## src/rtl/lfsr_crc_stream.sv

```systemverilog
// lfsr_crc_stream: framed byte-lane CRC engine (GEN / CHECK) built on parallel LFSR steps.
// Define LFSR_CRC_STREAM_STATS_EN to build the frame/error counters.

module lfsr #(
  parameter int                    LFSR_WIDTH  = 32,
  parameter logic [LFSR_WIDTH-1:0] LFSR_POLY   = 32'h04c11db7,
  parameter string                 LFSR_CONFIG = "GALOIS",
  parameter bit                    REVERSE     = 1'b1,
  parameter int                    DATA_WIDTH  = 8,
  parameter string                 STYLE       = "AUTO"
) (
  input  logic [DATA_WIDTH-1:0] data_in,
  input  logic [LFSR_WIDTH-1:0] state_in,
  output logic [LFSR_WIDTH-1:0] state_out
);

  localparam bit FIB = (LFSR_CONFIG == "FIBONACCI");

  if (LFSR_CONFIG != "GALOIS" && LFSR_CONFIG != "FIBONACCI") begin : g_bad_cfg
    $error("lfsr: unsupported LFSR_CONFIG");
  end
  if (STYLE != "AUTO" && STYLE != "LOOP" && STYLE != "REDUCTION") begin : g_bad_style
    $error("lfsr: unsupported STYLE");
  end

  function automatic logic [LFSR_WIDTH-1:0] rev(input logic [LFSR_WIDTH-1:0] v);
    logic [LFSR_WIDTH-1:0] r;
    for (int i = 0; i < LFSR_WIDTH; i++) r[i] = v[LFSR_WIDTH-1-i];
    return r;
  endfunction

  logic [LFSR_WIDTH-1:0] s;
  logic                  d;
  logic                  fb;

  // Bytes in wire order; REVERSE keeps the state in reflected form.
  always_comb begin
    s  = REVERSE ? rev(state_in) : state_in;
    d  = 1'b0;
    fb = 1'b0;
    for (int b = 0; b < DATA_WIDTH / 8; b++) begin
      for (int i = 0; i < 8; i++) begin
        d = REVERSE ? data_in[8*b+i] : data_in[8*b+7-i];
        if (FIB) begin
          fb = d ^ s[LFSR_WIDTH-1]
             ^ (^(s[LFSR_WIDTH-2:0] & LFSR_POLY[LFSR_WIDTH-1:1]));
          s  = {s[LFSR_WIDTH-2:0], fb};
        end else begin
          fb = d ^ s[LFSR_WIDTH-1];
          s  = {s[LFSR_WIDTH-2:0], 1'b0} ^ (fb ? LFSR_POLY : '0);
        end
      end
    end
    state_out = REVERSE ? rev(s) : s;
  end

endmodule

module lfsr_crc_stream #(
  parameter int                    LFSR_WIDTH    = 32,
  parameter logic [LFSR_WIDTH-1:0] LFSR_POLY     = 32'h04c11db7,
  parameter logic [LFSR_WIDTH-1:0] LFSR_INIT     = '1,
  parameter string                 LFSR_CONFIG   = "GALOIS",
  parameter bit                    REVERSE       = 1'b1,
  parameter bit                    INVERT        = 1'b1,
  parameter int                    DATA_WIDTH    = 64,
  parameter int                    KEEP_WIDTH    = DATA_WIDTH / 8,
  parameter string                 MODE          = "GEN",
  parameter logic [LFSR_WIDTH-1:0] CHECK_RESIDUE = 32'h2144df1c,
  parameter string                 STYLE         = "AUTO"
) (
  input  logic                  clk,
  input  logic                  rst,
  input  logic [DATA_WIDTH-1:0] s_data,
  input  logic [KEEP_WIDTH-1:0] s_keep,
  input  logic                  s_valid,
  output logic                  s_ready,
  input  logic                  s_last,
  output logic [LFSR_WIDTH-1:0] crc_out,
  output logic                  crc_ok,
  output logic                  crc_valid,
  input  logic                  crc_ready,
  output logic                  busy,
  output logic [31:0]           frame_count,
  output logic [31:0]           err_count
);

  localparam int NW  = $clog2(KEEP_WIDTH + 1);
  localparam bit CHK = (MODE == "CHECK");

  if (MODE != "GEN" && MODE != "CHECK") begin : g_bad_mode
    $error("lfsr_crc_stream: unsupported MODE");
  end
  if (DATA_WIDTH % 8 != 0 || DATA_WIDTH < 8 || DATA_WIDTH > 512) begin : g_bad_dw
    $error("lfsr_crc_stream: bad DATA_WIDTH");
  end

  logic [LFSR_WIDTH-1:0]               state_reg;
  logic [KEEP_WIDTH:0][LFSR_WIDTH-1:0] step;
  logic [NW-1:0]                       n;
  logic [LFSR_WIDTH-1:0]               fin;
  logic [LFSR_WIDTH-1:0]               crc_nxt;
  logic                                ok_nxt;
  logic                                s_fire;

  // step[k] is the state after the first k bytes of the beat.
  assign step[0] = state_reg;

  for (genvar k = 1; k <= KEEP_WIDTH; k++) begin : g_lane
    lfsr #(
      .LFSR_WIDTH (LFSR_WIDTH),
      .LFSR_POLY  (LFSR_POLY),
      .LFSR_CONFIG(LFSR_CONFIG),
      .REVERSE    (REVERSE),
      .DATA_WIDTH (8 * k),
      .STYLE      (STYLE)
    ) u_lfsr (
      .data_in  (s_data[8*k-1:0]),
      .state_in (state_reg),
      .state_out(step[k])
    );
  end

  always_comb begin
    n = '0;
    for (int k = 0; k < KEEP_WIDTH; k++) begin
      if (s_keep[k]) n = NW'(k + 1);
    end
  end

  assign fin     = step[n];
  assign crc_nxt = INVERT ? ~fin : fin;
  assign ok_nxt  = CHK && (crc_nxt == CHECK_RESIDUE);
  assign s_ready = !crc_valid || crc_ready;
  assign s_fire  = s_valid && s_ready;

  always_ff @(posedge clk) begin
    if (rst) begin
      state_reg <= LFSR_INIT;
      crc_out   <= '0;
      crc_ok    <= 1'b0;
      crc_valid <= 1'b0;
      busy      <= 1'b0;
    end else begin
      if (crc_valid && crc_ready) crc_valid <= 1'b0;
      if (s_fire) begin
        if (s_last) begin
          crc_out   <= crc_nxt;
          crc_ok    <= ok_nxt;
          crc_valid <= 1'b1;
          state_reg <= LFSR_INIT;
          busy      <= 1'b0;
        end else begin
          state_reg <= step[KEEP_WIDTH];
          busy      <= 1'b1;
        end
      end
    end
  end

`ifdef LFSR_CRC_STREAM_STATS_EN
  logic [31:0] frames_q;
  logic [31:0] errs_q;

  always_ff @(posedge clk) begin
    if (rst) begin
      frames_q <= '0;
      errs_q   <= '0;
    end else if (s_fire && s_last) begin
      frames_q <= frames_q + 32'd1;
      if (CHK && !ok_nxt) errs_q <= errs_q + 32'd1;
    end
  end

  assign frame_count = frames_q;
  assign err_count   = errs_q;
`else
  assign frame_count = '0;
  assign err_count   = '0;
`endif

endmodule

```

## config.mk

```make
export PLATFORM = sky130hd
export DESIGN_NAME = lfsr_crc_stream
export DESIGN_NICKNAME = d
export VERILOG_FILES = /design/src/rtl/lfsr_crc_stream.sv
export SDC_FILE = /design/constraint.sdc
export NUM_CORES = 1
export LEC_CHECK = 0
export ABC_CLOCK_PERIOD_IN_PS = 9100
export CORE_MARGIN = 1
export CORE_UTILIZATION = 33
export CTS_CLUSTER_DIAMETER = 80
export DETAILED_ROUTE_END_ITERATION = 7
export SYNTH_ARGS = -nofsm -noshare
export SYNTH_HDL_FRONTEND = slang
export SYNTH_HIERARCHICAL = 1
export SYNTH_SLANG_ARGS = --single-unit
```

## constraint.sdc

```tcl
create_clock -name clk -period 9.1 [get_ports clk]
set_input_delay 2.73 -clock clk [delete_from_list [all_inputs] [get_ports clk]]
set_output_delay 2.73 -clock clk [all_outputs]
set_load 0.02 [all_outputs]
```

==> flow_metrics.py <==
metrics = {
    "sta": {
        "period_needed_ns": 8.975,
        "max_freq_mhz": 111.4,
        "worst_pin_slew_ns": 1.385,
        "hold_violations": 0,
        "setup-tns-final_ns": 0,
        "timing.final.crit_share_pct": 98.62,
        "hold_ws_ns": 0.5445,
        "rsz0062_at_grt": "true",
        "relSlewSlack_pct": 7.420,
        "fin_skew_ns": 0.01251,
        "setup_viol": 0,
        "slew_violations": 0,
    },
    "drt": {
        "postRouteAntennaNets": 0,
        "via_per_inst": 5.016,
        "drt_iter0_drc": 3357,
        "dr.pass1.iters": 8,
        "route.detailed.drc": 0,
        "routedWlPerCell_um": 28.17,
        "vias": 26912,
        "drt_wl_total_mm": 151.1,
    },
    "synth": {
        "synthArstFlopShare_pct": 0,
        "synth_flop_cell": "dfxtp_1",
        "synthTopCellsByArea": "xnor2_1 (30%), xnor3_1 (26%), xor2_1 (8.2%)",
        "yosysSeqAreaShare_pct": 3.601,
        "netlist.area_leader.share_pct": 30.24,
        "synthCells": 3182,
        "synth.avg_cell_area_um2": 11.53,
        "netlist_top_cells_count": "xnor2_1 (1267), xnor3_1 (419), xor2_1 (343)",
        "synth_most_common_cell": "xnor2_1",
        "yosysWarnings": 6,
        "synthesis.area_um2": 36690,
        "synth_cell_type_count": 55,
        "synth_top_area_cell": "xnor2_1",
        "synth_seq_cells": 66,
        "synth-edff-count": 0,
    },
    "global_routing": {
        "grt_max_degree": 66,
        "grt_pass1_vias": 26723,
        "antenna_found_initial": 3,
        "grt_overflow": 0,
        "grt.total_usage_pct": 26.42,
        "grt_pass1_wl_mm": 209.1,
    },
    "clock_tree": {
        "path_clk_slew_ns": 0.07,
        "cts_sinks": 66,
        "clockBufferDepth": 2,
        "htreeDepth": 3,
        "cts_root_buffer": "clkbuf_16",
        "clk_latency_ns": 0.36,
        "tritoncts": "yes",
        "cts_buffers": 9,
    },
    "worst_hold_path": {
        "whs_endpoint": "state_reg[16]",
        "min_path_type": "flop to flop",
        "worstHoldStart": "state_reg[16]",
        "hold_depth": 2,
    },
    "setup_path": {
        "cp-end-kind": "flop",
        "worstPathArrival_ns": 9.27,
        "required_ns": 9.39,
        "path_max_fanout": 4,
        "crit_buf_inv": 7,
        "worstReg2RegStart": "state_reg[0]",
        "slowest_delay_ns": 0.56,
        "critPathKind": "primary input to flop",
        "cp.depth": 25,
        "r2r_setup_slack_ns": 2.24,
        "critPathSlowestCell": "xnor3_2",
        "ff2ff_path_depth": 23,
        "cp_common_cell": "xnor3_1",
        "startpoint_type": "primary input",
        "crit_family": "XOR/XNOR gates",
        "r2r_end": "crc_out[18]",
    },
    "run_status": {
        "status": "finished, final reports clean",
    },
    "die": {
        "dieArea_um2": 112500,
        "die_w_um": 335.5,
        "core_area_um2": 109600,
        "fp.dieH_um": 335.5,
        "start_util_pct": 33.48,
        "core.rowCount": 121,
        "ioPinCount": 177,
    },
    "placement": {
        "placed_cells": 5334,
        "place_area_um2": 44090,
        "place.gp.congestion": 1.043,
        "io_buffer_count": 111,
        "place_hpwl_mm": 127.3,
    },
    "cells_and_area": {
        "nets": 3961,
        "drive_gt1_share_pct": 27.13,
        "final_cell_area_um2": 44850,
        "finalNonFillerCells": 5365,
        "n_antenna_cell": 0,
        "area_growth_syn_to_layout_pct": 22.22,
    },
    "run": {
        "drv_cap": 0,
    },
}
## kinds of logic after synthesis
kind of cell / after synthesis / synth area share (%)
buffers and inverters: 168 / 2.667
and+or+nand+nor: 253 / 3.505
other: 1 / 0.01022
muxes: 15 / 0.4603
xor gates and xnor gates: 2372 / 84.44
AOI/OAI and AO/OA: 307 / 5.320
DFF: 66 / 3.601
## worst reg2reg max path: stages, from the launching register on
cell      delay (ns)
dfxtp_1         0.55
buf_4           0.41
xnor2_4         0.11
buf_12          0.15
buf_4           0.16
xnor2_2         0.26
xor2_1          0.20
buf_4           0.16
xor2_2          0.14
buf_4           0.20
xnor3_1         0.45
xnor3_2         0.50
xnor3_1         0.30
xor2_2          0.28
xnor3_1         0.46
xnor3_1         0.41
xnor3_1         0.29
xnor3_2         0.56
xnor2_4         0.19
xnor3_1         0.35
nand2b_1        0.17
a21oi_2         0.18
o211ai_1        0.14
o21ai_1         0.15
## metal layers
layer / global-route usage [%] / routed length, um
met5: 0 / 15
met4: 9.978 / 7034
met3: 5.469 / 13280
met2: 40.98 / 66650
met1: 35.89 / 64170
## layout make-up
type                            count  area, um^2
Tap cell                         1476        1847
Multi-Input combinational cell   3012       34920
Sequential cell                    66        1324
Clock buffer                        9       225.2
Timing Repair Buffer              782        6355
Fill cell                       10715       64760
Clock inverter                      7       123.9
Inverter                           13       48.80
## through the flow
| stage | utilization, % | worst slack, ns |
|---|---|---|
| 2_1_floorplan | - | 0.3195 |
| 3_3_place_gp | 40.22 | -0.3178 |
| 3_5_place_dp | 40.22 | -0.3733 |
| 4_1_cts | 40.56 | 0.01850 |
| 5_1_grt | 40.91 | -0.05845 |
| 6_report | 40.91 | 0.1254 |
## cell usage in the layout, fill, tap and decap left out, types with 3 or more instances in the layout
master	n
nand4_1	15
buf_6	3
clkdlybuf4s50_1	107
nor2_1	36
a22oi_1	15
a221oi_1	6
xnor3_2	73
xor3_2	19
bufinv_16	3
conb_1	65
xor2_4	13
xnor3_1	411
xor3_1	42
o21ai_1	13
o211ai_1	15
clkbuf_16	9
xnor2_2	119
dfxtp_1	64
xnor2_4	59
mux2_2	15
o21ai_0	136
and2_1	19
buf_4	652
inv_1	13
buf_12	16
a32oi_1	26
xor2_1	338
xor2_2	39
a21oi_1	33
nand2_1	26
a31oi_1	24
nor3_1	35
nand2b_1	18
a221o_1	25
xnor2_1	1247
nand3_1	93
xnor3_4	10
## how the worst max path moves through the flow
stage,end,slack [ns],startpoint
floorplan,crc_out[18],0.32,s_data[3]
global placement,crc_out[16],-0.32,s_data[10]
detailed placement,crc_out[18],-0.37,s_data[0]
CTS,crc_out[18],0.02,s_data[2]
global route,crc_out[18],-0.06,s_data[6]
finish,crc_out[18],0.13,s_data[5]
## timing repair
item                                    in CTS  in global routing
resized for setup                            1                 48
setup buffers                                1                 14
pin swaps                                    1                 15
endpoints found under the setup margin       2                 20
hold buffers                                 0                  0
Power is not shown: default switching activity piles up to over one toggle a cycle in this logic, so the estimate is an artifact.
